<file path="src/rtl/dds_tone_mc.sv">
// Multi-channel DDS tone source for the WM8731 codec driver.
// Channels are time-multiplexed through one combinational cosine lookup, scaled
// by a per-channel gain, and committed as a frame behind a req/ack handshake.
// Optional build macro: DDS_DITHER_EN adds LFSR phase dither ahead of the lookup.
module dds_tone_mc #(
  parameter int unsigned p_channels = 2,
  parameter int unsigned p_phase_w  = 24,
  parameter int unsigned p_gain_w   = 8,
  parameter int unsigned p_divider  = 1000
) (
  input  logic                                 i_clk,
  input  logic                                 i_rst,
  input  logic [p_channels-1:0]                i_en,
  input  logic [p_channels-1:0][p_phase_w-1:0] i_tune,
  input  logic [p_channels-1:0][p_gain_w-1:0]  i_gain,
  input  logic                                 i_ack,
  input  logic                                 i_ovf_clr,
  output logic [p_channels-1:0][15:0]          o_dat,
  output logic                                 o_req,
  output logic                                 o_ovf
);

  localparam int unsigned ChW   = (p_channels > 1) ? $clog2(p_channels) : 1;
  localparam int unsigned CntW  = $clog2(p_divider);
  localparam int unsigned ProdW = 16 + p_gain_w + 1;

  localparam logic [1:0] StIdle   = 2'd0;
  localparam logic [1:0] StLookup = 2'd1;
  localparam logic [1:0] StScale  = 2'd2;
  localparam logic [1:0] StDone   = 2'd3;

  if (p_channels < 1 || p_channels > 8) begin : g_bad_channels
    $error("p_channels must be in 1..8");
  end
  if (p_phase_w < 16) begin : g_bad_phase_w
    $error("p_phase_w must be at least 16");
  end
  if (p_divider <= 2 * p_channels + 2) begin : g_bad_divider
    $error("p_divider must exceed 2*p_channels+2");
  end

  // Combinational cosine lookup: piecewise-linear stand-in that is exact at
  // 0 (+full scale), pi/2 (~0) and pi (-full scale, 16'h8000).
  function automatic logic signed [15:0] ram_cos(input logic [15:0] phase);
    logic [15:0]        fold;
    logic signed [17:0] lin;
    fold = phase[15] ? (~phase + 16'd1) : phase;
    lin  = 18'sd32767 - $signed({1'b0, fold, 1'b0});
    if (fold == 16'h8000) begin
      return 16'sh8000;
    end
    return lin[15:0];
  endfunction

  logic [CntW-1:0]                      cnt_q, cnt_d;
  logic                                 tick;
  logic [1:0]                           state_q, state_d;
  logic [ChW-1:0]                       ch_q, ch_d;
  logic signed [15:0]                   samp_q, samp_d;
  logic [p_channels-1:0][p_phase_w-1:0] acc_q, acc_d;
  logic [p_channels-1:0][15:0]          sh_q, sh_d;
  logic [p_channels-1:0][15:0]          dat_q, dat_d;
  logic                                 req_q, req_d;
  logic                                 ovf_q, ovf_d;
  logic [p_phase_w-1:0]                 phase_sel;
  logic signed [ProdW-1:0]              prod;
  logic signed [ProdW-1:0]              prod_sh;

`ifdef DDS_DITHER_EN
  logic [15:0]          lfsr_q, lfsr_d;
  logic [p_phase_w-1:0] dith;

  // Galois LFSR x^16+x^14+x^13+x^11+1, stepped once per lookup
  always_comb begin
    lfsr_d = lfsr_q;
    if (state_q == StLookup) begin
      lfsr_d = {1'b0, lfsr_q[15:1]} ^ (lfsr_q[0] ? 16'hB400 : 16'h0000);
    end
  end

  // Dither only reaches the bits that truncation would otherwise discard
  always_comb begin
    dith = '0;
    for (int b = 0; b < 16; b++) begin
      if (b < int'(p_phase_w) - 16) begin
        dith[b] = lfsr_q[b];
      end
    end
  end

  // Seeded non-zero: an all-zero Galois LFSR never leaves zero
  always_ff @(posedge i_clk or posedge i_rst) begin
    if (i_rst) begin
      lfsr_q <= 16'hACE1;
    end else begin
      lfsr_q <= lfsr_d;
    end
  end
`endif

  // Lookup phase: accumulator (plus dither when built in); accumulator itself untouched
  always_comb begin
`ifdef DDS_DITHER_EN
    phase_sel = acc_q[ch_q] + dith;
`else
    phase_sel = acc_q[ch_q];
`endif
  end

  // Gain scaling: signed multiply by zero-extended gain, floor via arithmetic shift
  always_comb begin
    prod    = ProdW'(samp_q) * $signed({1'b0, i_gain[ch_q]});
    prod_sh = prod >>> p_gain_w;
  end

  // Sample-rate divider
  always_comb begin
    tick  = (cnt_q == CntW'(p_divider - 1));
    cnt_d = tick ? '0 : cnt_q + CntW'(1);
  end

  // Channel sequencer, frame commit and handshake
  always_comb begin
    state_d = state_q;
    ch_d    = ch_q;
    samp_d  = samp_q;
    acc_d   = acc_q;
    sh_d    = sh_q;
    dat_d   = dat_q;
    req_d   = req_q;
    ovf_d   = ovf_q;

    if (req_q && i_ack) begin
      req_d = 1'b0;
    end
    if (i_ovf_clr) begin
      ovf_d = 1'b0;
    end

    case (state_q)
      StIdle: begin
        if (tick) begin
          state_d = StLookup;
          ch_d    = '0;
        end
      end
      StLookup: begin
        samp_d  = ram_cos(phase_sel[p_phase_w-1 -: 16]);
        state_d = StScale;
      end
      StScale: begin
        // Sample uses the pre-increment phase; disabled channels hold phase
        if (i_en[ch_q]) begin
          sh_d[ch_q]  = prod_sh[15:0];
          acc_d[ch_q] = acc_q[ch_q] + i_tune[ch_q];
        end else begin
          sh_d[ch_q] = '0;
        end
        if (ch_q == ChW'(p_channels - 1)) begin
          state_d = StDone;
        end else begin
          ch_d    = ch_q + ChW'(1);
          state_d = StLookup;
        end
      end
      StDone: begin
        // Commit wins over a same-cycle ack; an unconsumed frame drops the new one
        if (!req_q || i_ack) begin
          dat_d = sh_q;
          req_d = 1'b1;
        end else begin
          ovf_d = 1'b1;
        end
        state_d = StIdle;
      end
      default: state_d = StIdle;
    endcase
  end

  // State registers; reset aborts any frame in flight
  always_ff @(posedge i_clk or posedge i_rst) begin
    if (i_rst) begin
      cnt_q   <= '0;
      state_q <= StIdle;
      ch_q    <= '0;
      samp_q  <= '0;
      acc_q   <= '0;
      sh_q    <= '0;
      dat_q   <= '0;
      req_q   <= 1'b0;
      ovf_q   <= 1'b0;
    end else begin
      cnt_q   <= cnt_d;
      state_q <= state_d;
      ch_q    <= ch_d;
      samp_q  <= samp_d;
      acc_q   <= acc_d;
      sh_q    <= sh_d;
      dat_q   <= dat_d;
      req_q   <= req_d;
      ovf_q   <= ovf_d;
    end
  end

  assign o_dat = dat_q;
  assign o_req = req_q;
  assign o_ovf = ovf_q;

endmodule

</file>
<file path="config.mk">
export PLATFORM = sky130hd
export DESIGN_NAME = dds_tone_mc
export DESIGN_NICKNAME = d
export VERILOG_FILES = /design/src/rtl/dds_tone_mc.sv
export SDC_FILE = /design/constraint.sdc
export NUM_CORES = 1
export LEC_CHECK = 0
export BUFFER_PORTS_ARGS = -buffer_cell sky130_fd_sc_hd__buf_2
export CORE_MARGIN = 4
export CORE_UTILIZATION = 35
export DETAILED_ROUTE_END_ITERATION = 6
export PLACE_DENSITY = 0.51
export SYNTH_ARGS = -nofsm -noshare
export SYNTH_HDL_FRONTEND = slang
export SYNTH_SLANG_ARGS = --single-unit
</file>
<file path="constraint.sdc">
create_clock -name i_clk -period 7 [get_ports i_clk]
set_clock_uncertainty 0.2 [all_clocks]
set_input_delay 0.7 -clock i_clk [delete_from_list [all_inputs] [get_ports i_clk]]
set_output_delay 0.7 -clock i_clk [all_outputs]
set_load 0.005 [all_outputs]
</file>
==> results of run 1 <==
-- synthesized netlist by cell type (4+ instances only) --
cell type	count
inv_1	164
nand2_1	161
dfrtp_1	143
fa_1	100
mux2_2	80
o21ai_0	73
ha_1	68
nor2_1	61
a21oi_1	46
clkbuf_1	35
xnor2_1	35
nor2b_1	32
and2_1	31
xor2_1	27
a22o_1	22
mux2i_1	16
nand3_1	16
nand2b_1	13
nand4_1	12
buf_1	11
buf_2	11
nor2_2	11
nor3_1	10
a21o_1	9
a31oi_1	8
a211oi_1	6
o31ai_1	6
nor4_1	5
o21a_1	5
or3_1	5
a22oi_1	4
and3_1	4
o211ai_1	4
o21bai_1	4
o22ai_1	4
-- metal layers --
layer  GRT usage, %  vias up  part of all wire, %
li1               -     4469                    -
met1           22.2     4507                   47
met2           27.1      153                   49
met3           2.27       29                  3.3
met4           3.90        0                  1.5
met5              0        -                    0
-- cells by family after synthesis --
| logic type | after synthesis |
|---|---|
| buf+inv | 224 |
| flops | 143 |
| xor+xnor | 63 |
| mux | 96 |
| compound gates | 221 |
| fa+ha+maj | 168 |
| simple gates | 384 |
-- path summary, 6_finish.rpt --
path,slack (ns),from,to,cells after the start
max,0.73,ch_q,sh_q[30],17
max in group asynchronous,5.05,i_rst,o_dat[21],3
min,0.18,i_rst,acc_q[28],2
min in group i_clk,0.24,i_ovf_clr,o_ovf,2
min reg2reg,0.26,cnt_q[0],cnt_q[0],1
max reg2reg,0.73,ch_q,sh_q[30],17
-- registers in the layout, summed over array words and instances (netlist names) --
register / cells
acc_q: 48
ch_q: 1
cnt_q: 10
o_dat: 32
o_ovf: 1
o_req: 1
samp_q: 16
sh_q: 32
state_q: 2
-- metrics by stage --
step	hold slack, ns	power [mW]	util (%)	cells
2_1_floorplan	0.233	0.898	-	1299
3_3_place_gp	0.250	0.937	38.1	1808
3_5_place_dp	0.259	0.937	38.1	1808
4_1_cts	0.206	1.93	39.8	1836
5_1_grt	0.227	1.97	39.8	1836
6_report	0.183	1.91	39.8	1836
-- cell type report --
class	count	area share [%]
multi-input combinational	932	56.5
sequential	143	26.0
inverter	164	4.51
timing repair buffer	114	4.35
tap	455	4.14
clock buffer	19	3.29
clock inverter	9	1.16
-- worst register-to-register path, delay by kind of cell (launching register included) --
family          cells  cell delay, ns
fa+ha+maj           5            2.45
xor+xnor            1            0.21
flops               1            0.60
buf+inv             3            0.14
mux                 1            0.51
simple gates        3            1.18
compound gates      4            0.82
-- power groups by stage --
stage          registers (mW)  logic (mW)  clock network, mW
2_1_floorplan           0.842      0.0561                  0
3_3_place_gp            0.842      0.0951                  0
3_5_place_dp            0.842      0.0957                  0
4_1_cts                 0.826      0.0968               1.01
5_1_grt                 0.826       0.109               1.04
6_report                0.826      0.0944              0.986
==> metrics.csv, run 1 <==
stage,metric,value,unit
run_status,outcome,finished clean,
synthesis,sequential fraction of the synthesis area,29.3,%
clocking,Root Buffer,clkbuf_16,
min_path,HP Class,input port to async pin,
grt,number of global-route vias before repair,9461,
setup_path,max incr delay on CP,0.89,ns
finish,ant diodes,0,
clocking,Num CTS Buffers,17,
place,placer congestion estimate,0.830,
synthesis,post-synthesis adder-cell area fraction,23.3,%
detailed_routing,wire per inst,16.2,µm
clocking,number of H-tree levels,4,
place,port bufs,103,
clocking,CTS Buffer Depth,2,
place,Placed Area,13100,µm²
clocking,Resize count post-CTS,0,
place,dpl hpwl,22600,µm
timing,Slew headroom,31.4,%
finish,"commonest non-fill, non-tap cells in the layout","163 x inv_1, 161 x nand2_1, 142 x dfrtp_1",
floorplan,row cnt,68,
grt,GRT overflow,0,
synthesis,largest cells by area after synthesis,"dfrtp_1 29%, fa_1 16%, mux2_2 7.4%",
setup_path,family with the most delay on the worst path,adder cells,
synthesis,number of synthesized flops with an enable pin,0,
place,Setup WS pre-CTS,0.593,ns
clocking,Post-CTS Setup Repair Bufs,0,
grt,first-pass GRT wire length,49900,µm
power,sw power,0.436,mW
finish,Register Area,3580,µm²
finish,fill count,3557,
setup_path,worst path bufs/invs,3,
power,clock share of power,51.7,%
synthesis,syn_area_per_cell,9.41,µm²
timing,post-layout minimum cycle time,6.27,ns
power,Sequential Power Share,43.3,%
power,pwr dens,139,nW/µm²
timing,Final Hold Viols,0,
grt,largest net degree at the start of global routing,74,
synthesis,synthesized flop and latch total,143,
floorplan,Die X,195,µm
finish,Final #Nets,1610,
timing,Final Cycle Share,89.5,%
finish,layout overhead on the synthesized area,12.5,%
synthesis,Synth cell types,69,
synthesis,largest family of logic cells by synthesized area,adder cells,
detailed_routing,Routed WL,29800,µm
synthesis,syn_nets,1537,
synthesis,Post-Synth Simple-Gate Area,15.4,%
floorplan,die area,38000,µm²
clocking,CTS sink count,143,
floorplan,Top-Level Pins,104,
synthesis,mux cell area share after synthesis,8.68,%
timing,Max Slew Vio Count,0,
detailed_routing,Routed Antenna Nets,0,
setup_path,critical path cell sequence,mux2_2 > nand2_1 > fa_1 > inv_1 > fa_1 > fa_1 > inv_1 > fa_1 > inv_1 > ha_1 > nand4_1 > a2111oi_0 > nor4_1 > a22oi_1 > a221oi_1 > xor2_1 > o21ai_0,
timing,Fmax achieved,0.160,GHz
synthesis,Post-Syn Area,12200,µm²
synthesis,Synth Flop Type,dfrtp_1,
synthesis,post-synthesis compound-gate area fraction,11.6,%
floorplan,Initial Util,35.4,%
setup_path,CP max-delay cell,nor4_1,
grt,GRT Total Usage,16.1,%
clocking,CTS Hold Buffers Added,0,
finish,area occupied by multi-input gates,7780,µm²
synthesis,synthesized netlist cell count,1299,
synthesis,Synth top area share,29.3,%
clocking,Clock Latency Late Sink,0.44,ns
timing,worst setup margin,0.735,ns
grt,initial antenna violation count,0,
power,LEAKAGE,6.88,nW
synthesis,"FFs w/ async S/R, synth",100,%
setup_path,cell mode on critical path,fa_1,
clocking,TritonCTS clock tree,done,
setup_path,critical path class,flop to flop,
job,max_cap viols,0,
synthesis,post-synth top area cell,dfrtp_1,
timing,Worst-Margin Slew,1.02,ns
floorplan,Die H,195,µm
synthesis,Post-Synth XOR/XNOR Area,4.57,%
setup_path,Worst Path Required,7.09,ns
detailed_routing,initial DRC count,477,
synthesis,Yosys Warn Count,0,
setup_path,CP Max Fanout,16,
detailed_routing,vias per cell,4.99,
power,Comb power frac,5.0,%
clocking,"Clk pin slew, worst setup/hold paths",0.07,ns
power,Pint,1.47,mW
timing,Final Setup Violations,0,
finish,"most common cell after layout, fill and taps aside",inv_1,
setup_path,Worst EP arrival,6.36,ns
floorplan,Std-Cell Core Area,34500,µm²
setup_path,Critical Path Start Type,flop,
timing,setup_tns,0,ns
detailed_routing,drt drc,0,
power,Sw Share,22.9,%
detailed_routing,drt first pass iters,6,
setup_path,Critical Path Sink Type,flop,
finish,layout cells sized above 1,18.1,%
finish,fin area,13800,µm²
detailed_routing,Via Count,9158,
timing,RSZ-0062 raised after global routing,false,
power,worst vdd ir,0.160,mV
Note: power is estimated with default switching activity, not from simulation.
==> run 2: changes to the inputs <==
--- a/config.mk
+++ b/config.mk
@@ -5,6 +5,7 @@
 export SDC_FILE = /design/constraint.sdc
 export NUM_CORES = 1
 export LEC_CHECK = 0
+export ABC_AREA = 1
 export BUFFER_PORTS_ARGS = -buffer_cell sky130_fd_sc_hd__buf_2
 export CORE_MARGIN = 4
 export CORE_UTILIZATION = 35
==> run 2 against run 1 <==
Against the previous run:
- routed wire length rose by 12%
- via count increased by 13%
- clock-buffer cell count down 2
- sequential share of layout area shrank 0.18 points
- power shrank 2.9%
- flip-flop and latch count unchanged
- core utilization up 0.24 points
- setup slack better by 0.16 ns
- global-route usage increased by 2.1 points
- register-to-register slack better by 0.16 ns
- die area up 0.37%
- synthesized area up 0.39%
==> metrics.csv, run 2 <==
stage,metric,value,unit,change
detailed_routing,drt drc,0,,unchanged
setup_path,R2R depth,23,,+6
power,worst vdd ir,0.141,mV,-12%
setup_path,Crit path depth,23,,+6
power,Pint,1.37,mW,-7.2%
timing,Slew headroom,31.4,%,about the same
detailed_routing,wire per inst,15.5,µm,-4.8%
finish,layout cells sized above 1,11.3,%,-6.8 points
synthesis,synthesized flop and latch total,143,,unchanged
detailed_routing,drt first pass iters,6,,unchanged
setup_path,family with the most delay on the worst path,adder cells,,
finish,"commonest non-fill, non-tap cells in the layout","441 x nand2_1, 288 x inv_1, 142 x dfrtp_1",,
grt,GRT busiest layer,met2,,
min_path,HP Class,input port to async pin,,
floorplan,row cnt,68,,unchanged
detailed_routing,Routed Antenna Nets,0,,unchanged
run_status,outcome,finished clean,,
clocking,"Clk pin slew, worst setup/hold paths",0.07,ns,about the same
floorplan,Die X,195,µm,+0.19%
timing,Fmax achieved,0.164,GHz,+2.6%
place,dpl hpwl,26300,µm,+16%
power,pwr dens,134,nW/µm²,-3.4%
synthesis,Synth Flop Type,dfrtp_1,,
clocking,Num CTS Buffers,17,,unchanged
finish,ant diodes,0,,unchanged
synthesis,syn_nets,1843,,+20%
setup_path,worst path bufs/invs,6,,+3
timing,post-layout minimum cycle time,6.11,ns,-0.159 ns
finish,"most common cell after layout, fill and taps aside",nand2_1,,
grt,initial antenna violation count,0,,unchanged
floorplan,Initial Util,35.5,%,+0.14 points
detailed_routing,Via Count,10400,,+13%
clocking,number of H-tree levels,4,,unchanged
timing,setup_tns,0,ns,unchanged
timing,Final Setup Violations,0,,unchanged
grt,largest net degree at the start of global routing,78,,+5.4%
synthesis,Synth top area share,29.2,%,-0.11 points
place,port bufs,103,,unchanged
grt,GRT Total Usage,18.2,%,+2.1 points
setup_path,R2R setup slack,0.89,ns,+0.16 ns
finish,fin area,13800,µm²,+0.61%
power,Comb power frac,6.1,%,+1.1 points
synthesis,Yosys Warn Count,0,,unchanged
setup_path,r2r endpoint,sh_q[11],,
power,Sequential Power Share,44.6,%,+1.3 points
synthesis,post-synth top area cell,dfrtp_1,,
power,Sw Share,26.3,%,+3.4 points
timing,worst hold slack,0.206,ns,+0.0232 ns
setup_path,Reg2Reg Launch Point,ch_q,,
clocking,TritonCTS clock tree,done,,
power,clock share of power,49.3,%,-2.4 points
timing,RSZ-0062 raised after global routing,false,,
job,max_cap viols,0,,unchanged
clocking,CTS Hold Buffers Added,0,,unchanged
synthesis,number of synthesized flops with an enable pin,0,,unchanged
clocking,Post-CTS Setup Repair Bufs,0,,unchanged
synthesis,Post-Syn Area,12300,µm²,+0.39%
setup_path,max incr delay on CP,0.58,ns,-0.31 ns
floorplan,Die H,195,µm,+0.19%
grt,GRT overflow,0,,unchanged
detailed_routing,initial DRC count,671,,+41%
floorplan,Std-Cell Core Area,34500,µm²,unchanged
synthesis,Synth cell types,43,,-38%
place,Setup WS pre-CTS,0.872,ns,+0.279 ns
finish,layout overhead on the synthesized area,12.8,%,
grt,met1 usage in global routing,24.8,%,+2.6 points
floorplan,die area,38100,µm²,+0.37%
timing,Max Slew Vio Count,0,,unchanged
grt,M2 GR Usage,30.9,%,+3.8 points
setup_path,critical path class,flop to flop,,
floorplan,Top-Level Pins,104,,unchanged
place,placer congestion estimate,0.883,,+6.4%
timing,Worst-Margin Slew,1.03,ns,+0.00832 ns
clocking,Resize count post-CTS,0,,unchanged
setup_path,CP max-delay cell,fa_1,,
detailed_routing,Routed WL,33500,µm,+12%
timing,worst setup margin,0.894,ns,+0.159 ns
grt,GR Layer Usage met3,2.67,%,+0.40 points
power,sw power,0.487,mW,+12%
power,LEAKAGE,7.46,nW,+8.4%
setup_path,Worst Path Required,7.15,ns,+0.06 ns
finish,max reg flops,48,,unchanged
grt,number of global-route vias before repair,10600,,+12%
timing,Final Hold Viols,0,,unchanged
setup_path,cell mode on critical path,nand2_1,,
synthesis,synthesized netlist cell count,1605,,+24%
setup_path,CP Max Fanout,16,,unchanged
synthesis,top-count cell post-synth,nand2_1,,
setup_path,critical path cell sequence,inv_1 > buf_4 > or2_2 > nand2_1 > clkinv_1 > nand2_1 > fa_1 > inv_1 > fa_1 > fa_1 > inv_1 > fa_1 > inv_1 > ha_1 > a21oi_1 > o21ai_0 > a21oi_1 > nand2_1 > nand2_1 > nand2_1 > nand2_1 > nand3_1 > a21oi_1,,
finish,Largest Register,acc_q,,
clocking,CTS Buffer Depth,2,,unchanged
clocking,Root Buffer,clkbuf_16,,
setup_path,Critical Path Sink Type,flop,,
timing,Final Cycle Share,87.2,%,-2.3 points
setup_path,Worst EP arrival,6.26,ns,-0.10 ns
clocking,CTS sink count,143,,unchanged
synthesis,Synth top cells by count,"441 x nand2_1, 289 x inv_1, 143 x dfrtp_1",,
place,Placed Area,13300,µm²,+0.88%
finish,Final #Nets,1937,,+20%
detailed_routing,vias per cell,4.79,,-3.9%
setup_path,Critical Path Start Type,flop,,
synthesis,largest cells by area after synthesis,"dfrtp_1 29%, fa_1 16%, nand2_1 13%",,
grt,first-pass GRT wire length,56200,µm,+13%
synthesis,syn_area_per_cell,7.65,µm²,-19%
synthesis,sequential fraction of the synthesis area,29.2,%,-0.11 points
synthesis,"FFs w/ async S/R, synth",100,%,unchanged
clocking,Clock Latency Late Sink,0.43,ns,about the same
## run 2: cell types whose count changed after synthesis, sizes merged, moves of 14 or more
| cell | delta |
|---|---|
| or2 | +15 |
| nor2b | -32 |
| o21ai | +58 |
| inv | +126 |
| xnor2 | -25 |
| and2 | -31 |
| nor2 | +43 |
| mux2i | -14 |
| a22o | -23 |
| nand3 | +62 |
| mux2 | -67 |
| nand2 | +282 |
| buf | -15 |
## run 2: layout make-up
| cell class | instances | area [µm²] |
|---|---|---|
| clock inverters | 15 | 156 |
| fillers | 3682 | 20700 |
| inverters | 292 | 1100 |
| flip-flops and latches | 143 | 3580 |
| multi-input cells | 1133 | 7430 |
| clock buffers | 17 | 425 |
| repair buffers | 112 | 583 |
| well taps | 455 | 569 |
## run 2: routing by layer
metal	vias up	wire (µm)
met5	-	0
met4	0	470
met3	25	1360
met2	187	16300
met1	4977	15400
li1	5194	-
## run 2: how the worst max path moves through the flow
stage	from	to	slack [ns]
global placement	ch_q	sh_q[11]	0.97
global route	ch_q	sh_q[11]	0.34
detailed placement	ch_q	sh_q[11]	0.87
finish	ch_q	sh_q[11]	0.89
CTS	ch_q	sh_q[11]	0.84
floorplan	ch_q	sh_q[15]	1.68
## run 2: power by group through the flow
stage	Sequential, mW	Combinational (mW)	Clock [mW]
final	0.826	0.113	0.914
after global routing	0.825	0.129	0.980
after CTS	0.826	0.115	0.940
after detailed placement	0.842	0.115	0
after global placement	0.842	0.113	0
after floorplan	0.842	0.0674	0
## run 2: cell families (layout without fill, tap and decap cells)
kind of cell | after synthesis | after routing | synth area share, %
DFF | 143 | 143 | 29.2
AOI/OAI and AO/OA | 218 | 218 | 9.85
buffers and inverters | 329 | 436 | 10.4
and+or+nand+nor | 697 | 697 | 23.5
adders and majority gates | 168 | 168 | 23.2
muxes | 15 | 15 | 1.36
xor gates and xnor gates | 35 | 35 | 2.50
## run 2: per-stage QoR
step / total power [mW] / instances / utilization (%)
CTS: 1.88 / 2167 / 40.1
global route: 1.93 / 2167 / 40.1
floorplan: 0.909 / 1605 / -
global placement: 0.955 / 2135 / 38.4
finish: 1.85 / 2167 / 40.1
detailed placement: 0.956 / 2135 / 38.4
==> run 3: changes to the inputs <==
--- a/config.mk
+++ b/config.mk
@@ -8,9 +8,9 @@
 export ABC_AREA = 1
 export BUFFER_PORTS_ARGS = -buffer_cell sky130_fd_sc_hd__buf_2
 export CORE_MARGIN = 4
-export CORE_UTILIZATION = 35
+export CORE_UTILIZATION = 62
 export DETAILED_ROUTE_END_ITERATION = 6
-export PLACE_DENSITY = 0.51
+export PLACE_DENSITY = 0.82
 export SYNTH_ARGS = -nofsm -noshare
 export SYNTH_HDL_FRONTEND = slang
 export SYNTH_SLANG_ARGS = --single-unit
==> run 3 against run 2 <==
Against the previous run:
- clock power grew 9.0%
- critical path depth shrank 2
- combinational power is essentially flat
- final cell count shrank 8.8%
- final area shrank 1.4%
- die area shrank 42%
- worst hold slack lost 0.052 ns
- highest routed layer is now met5
- setup slack gained 0.12 ns
- via count grew 3.9%
- power grew 4.3%
- sequential share of layout area grew 0.38 points
- clock-buffer cell count is the same
==> metrics.csv, run 3 (synthesized netlist as in run 2, its figures left out) <==
stage,metric,value,unit,change
run_status,outcome,finished clean,,
timing,Fmax achieved,0.167,GHz,+2.0%
finish,layout overhead on the synthesized area,11.2,%,
setup_path,Critical Path Start Type,flop,,
timing,Final Hold Viols,0,,unchanged
clocking,Num CTS Buffers,17,,unchanged
job,max_cap viols,0,,unchanged
timing,post-layout minimum cycle time,5.98,ns,-0.122 ns
setup_path,family with the most delay on the worst path,adder cells,,
clocking,"Clk pin slew, worst setup/hold paths",0.07,ns,about the same
timing,Worst-Margin Slew,0.939,ns,-0.0890 ns
grt,GRT overflow,0,,unchanged
power,pwr dens,142,nW/µm²,+5.8%
detailed_routing,initial DRC count,837,,+25%
setup_path,CP Max Fanout,70,,+54
clocking,Root Buffer,clkbuf_16,,
floorplan,Top-Level Pins,104,,unchanged
detailed_routing,vias per cell,5.46,,+14%
min_path,HP Class,input port to async pin,,
floorplan,die area,22100,µm²,-42%
floorplan,Die X,149,µm,-24%
detailed_routing,Routed WL,30900,µm,-7.7%
setup_path,cell mode on critical path,nand2_1,,
setup_path,R2R setup slack,1.02,ns,+0.12 ns
place,port bufs,103,,unchanged
power,worst vdd ir,0.169,mV,+20%
grt,first-pass GRT wire length,52000,µm,-7.5%
timing,Final Setup Violations,0,,unchanged
clocking,CTS sink count,143,,unchanged
detailed_routing,Via Count,10800,,+3.9%
finish,Final #Nets,1935,,-0.10%
finish,Largest Register,acc_q,,
clocking,Resize count post-CTS,0,,unchanged
setup_path,r2r endpoint,sh_q[27],,
setup_path,critical path cell sequence,buf_4 > nand2_1 > nand2_1 > inv_1 > nand2_1 > fa_1 > inv_1 > fa_1 > fa_1 > inv_1 > fa_1 > inv_1 > ha_1 > a21oi_1 > o21ai_0 > a21oi_1 > nand2_1 > nand2_1 > nand3_1 > nand3_1 > o21ai_0,,
clocking,Post-CTS Setup Repair Bufs,0,,unchanged
timing,setup_tns,0,ns,unchanged
grt,number of global-route vias before repair,10700,,+0.86%
grt,largest net degree at the start of global routing,75,,-3.8%
clocking,Clock Latency Late Sink,0.43,ns,about the same
setup_path,max incr delay on CP,0.62,ns,+0.04 ns
finish,max reg flops,48,,unchanged
clocking,CTS Buffer Depth,2,,unchanged
grt,GRT Total Usage,29.5,%,+11 points
clocking,CTS Hold Buffers Added,0,,unchanged
timing,Max Slew Vio Count,0,,unchanged
finish,"commonest non-fill, non-tap cells in the layout","441 x nand2_1, 288 x inv_1, 142 x dfrtp_1",,
grt,initial antenna violation count,1,,+1
setup_path,Worst Path Required,7.09,ns,-0.06 ns
detailed_routing,drt drc,0,,unchanged
finish,"most common cell after layout, fill and taps aside",nand2_1,,
place,dpl hpwl,23900,µm,-9.0%
place,placer congestion estimate,0.975,,+10%
power,LEAKAGE,7.48,nW,+0.32%
timing,RSZ-0062 raised after global routing,false,,
clocking,number of H-tree levels,4,,unchanged
finish,layout cells sized above 1,11.2,%,-0.16 points
floorplan,row cnt,51,,-25%
detailed_routing,Routed Antenna Nets,0,,unchanged
finish,final core utilization,70.1,%,+30 points
clocking,TritonCTS clock tree,done,,
setup_path,worst path bufs/invs,5,,-1
floorplan,Initial Util,63.1,%,+28 points
setup_path,Critical Path Sink Type,flop,,
floorplan,Die H,149,µm,-24%
timing,Final Cycle Share,85.5,%,-1.7 points
floorplan,Std-Cell Core Area,19500,µm²,-44%
setup_path,CP max-delay cell,buf_4,,
setup_path,Reg2Reg Launch Point,ch_q,,
power,total power,1.93,mW,+4.3%
setup_path,critical path class,flop to flop,,
setup_path,Worst EP arrival,6.07,ns,-0.19 ns
detailed_routing,drt first pass iters,6,,unchanged
detailed_routing,wire per inst,15.7,µm,+1.2%
timing,Slew headroom,37.2,%,+5.9 points
setup_path,R2R depth,21,,-8.7%
## run 3: cell types whose count changed in the layout (fill, tap and decap cells not counted), moves of 2 or more
cell / delta
buf_4: -2
inv_6: +2
clkinv_2: -2
clkinvlp_4: -3
bufinv_16: +2
## run 3: how the worst max path moves through the flow
stage                     from       end  depth (start not counted)
global route              ch_q  sh_q[27]                         22
global placement    i_gain[13]  sh_q[27]                         21
detailed placement  i_gain[12]  sh_q[27]                         21
CTS                       ch_q  sh_q[27]                         21
floorplan                 ch_q  sh_q[15]                         23
finish                    ch_q  sh_q[27]                         21
## run 3: final cells by class
| class | instances | area [µm²] |
|---|---|---|
| Antenna cell | 1 | 2.50 |
| Clock inverter | 15 | 213 |
| Fill cell | 1599 | 5820 |
| Multi-Input combinational cell | 1133 | 7420 |
| Inverter | 292 | 1100 |
| Clock buffer | 17 | 425 |
| Sequential cell | 143 | 3580 |
| Timing Repair Buffer | 110 | 568 |
| Tap cell | 265 | 332 |
## run 3: worst reg2reg max path: cells and delay by family, from the launching register on
family | cells | cell delay (ns)
adder cells (fa/ha/maj) | 5 | 2.26
buffers and inverters | 5 | 1.07
AND/OR/NAND/NOR | 7 | 1.01
AO/OA/AOI/OAI | 4 | 0.86
flip-flops | 1 | 0.46
## run 3: power breakdown
part	total (mW)	leakage (nW)	switching (mW)	internal [mW]
Combinational	0.110	5.38	0.0728	0.0367
Clock	0.996	0.314	0.415	0.581
Sequential	0.826	1.79	0.0000000000000000173	0.826
## run 3: stage by stage
stage	hold slack, ns	area (µm²)	cells	setup slack, ns
after floorplan	0.241	12300	1605	1.68
after global placement	0.256	13000	1943	1.02
after detailed placement	0.263	13000	1943	0.950
after CTS	0.188	13600	1975	1.06
after global routing	0.207	13600	1975	0.643
final	0.155	13600	1976	1.02
## run 3: per-layer routing
metal	wire, µm	GRT usage, %	vias to the layer above
li1	-	-	5178
met1	12800	38.0	5146
met2	15100	50.3	393
met3	1940	4.72	72
met4	1130	11.4	2
met5	13	0	-
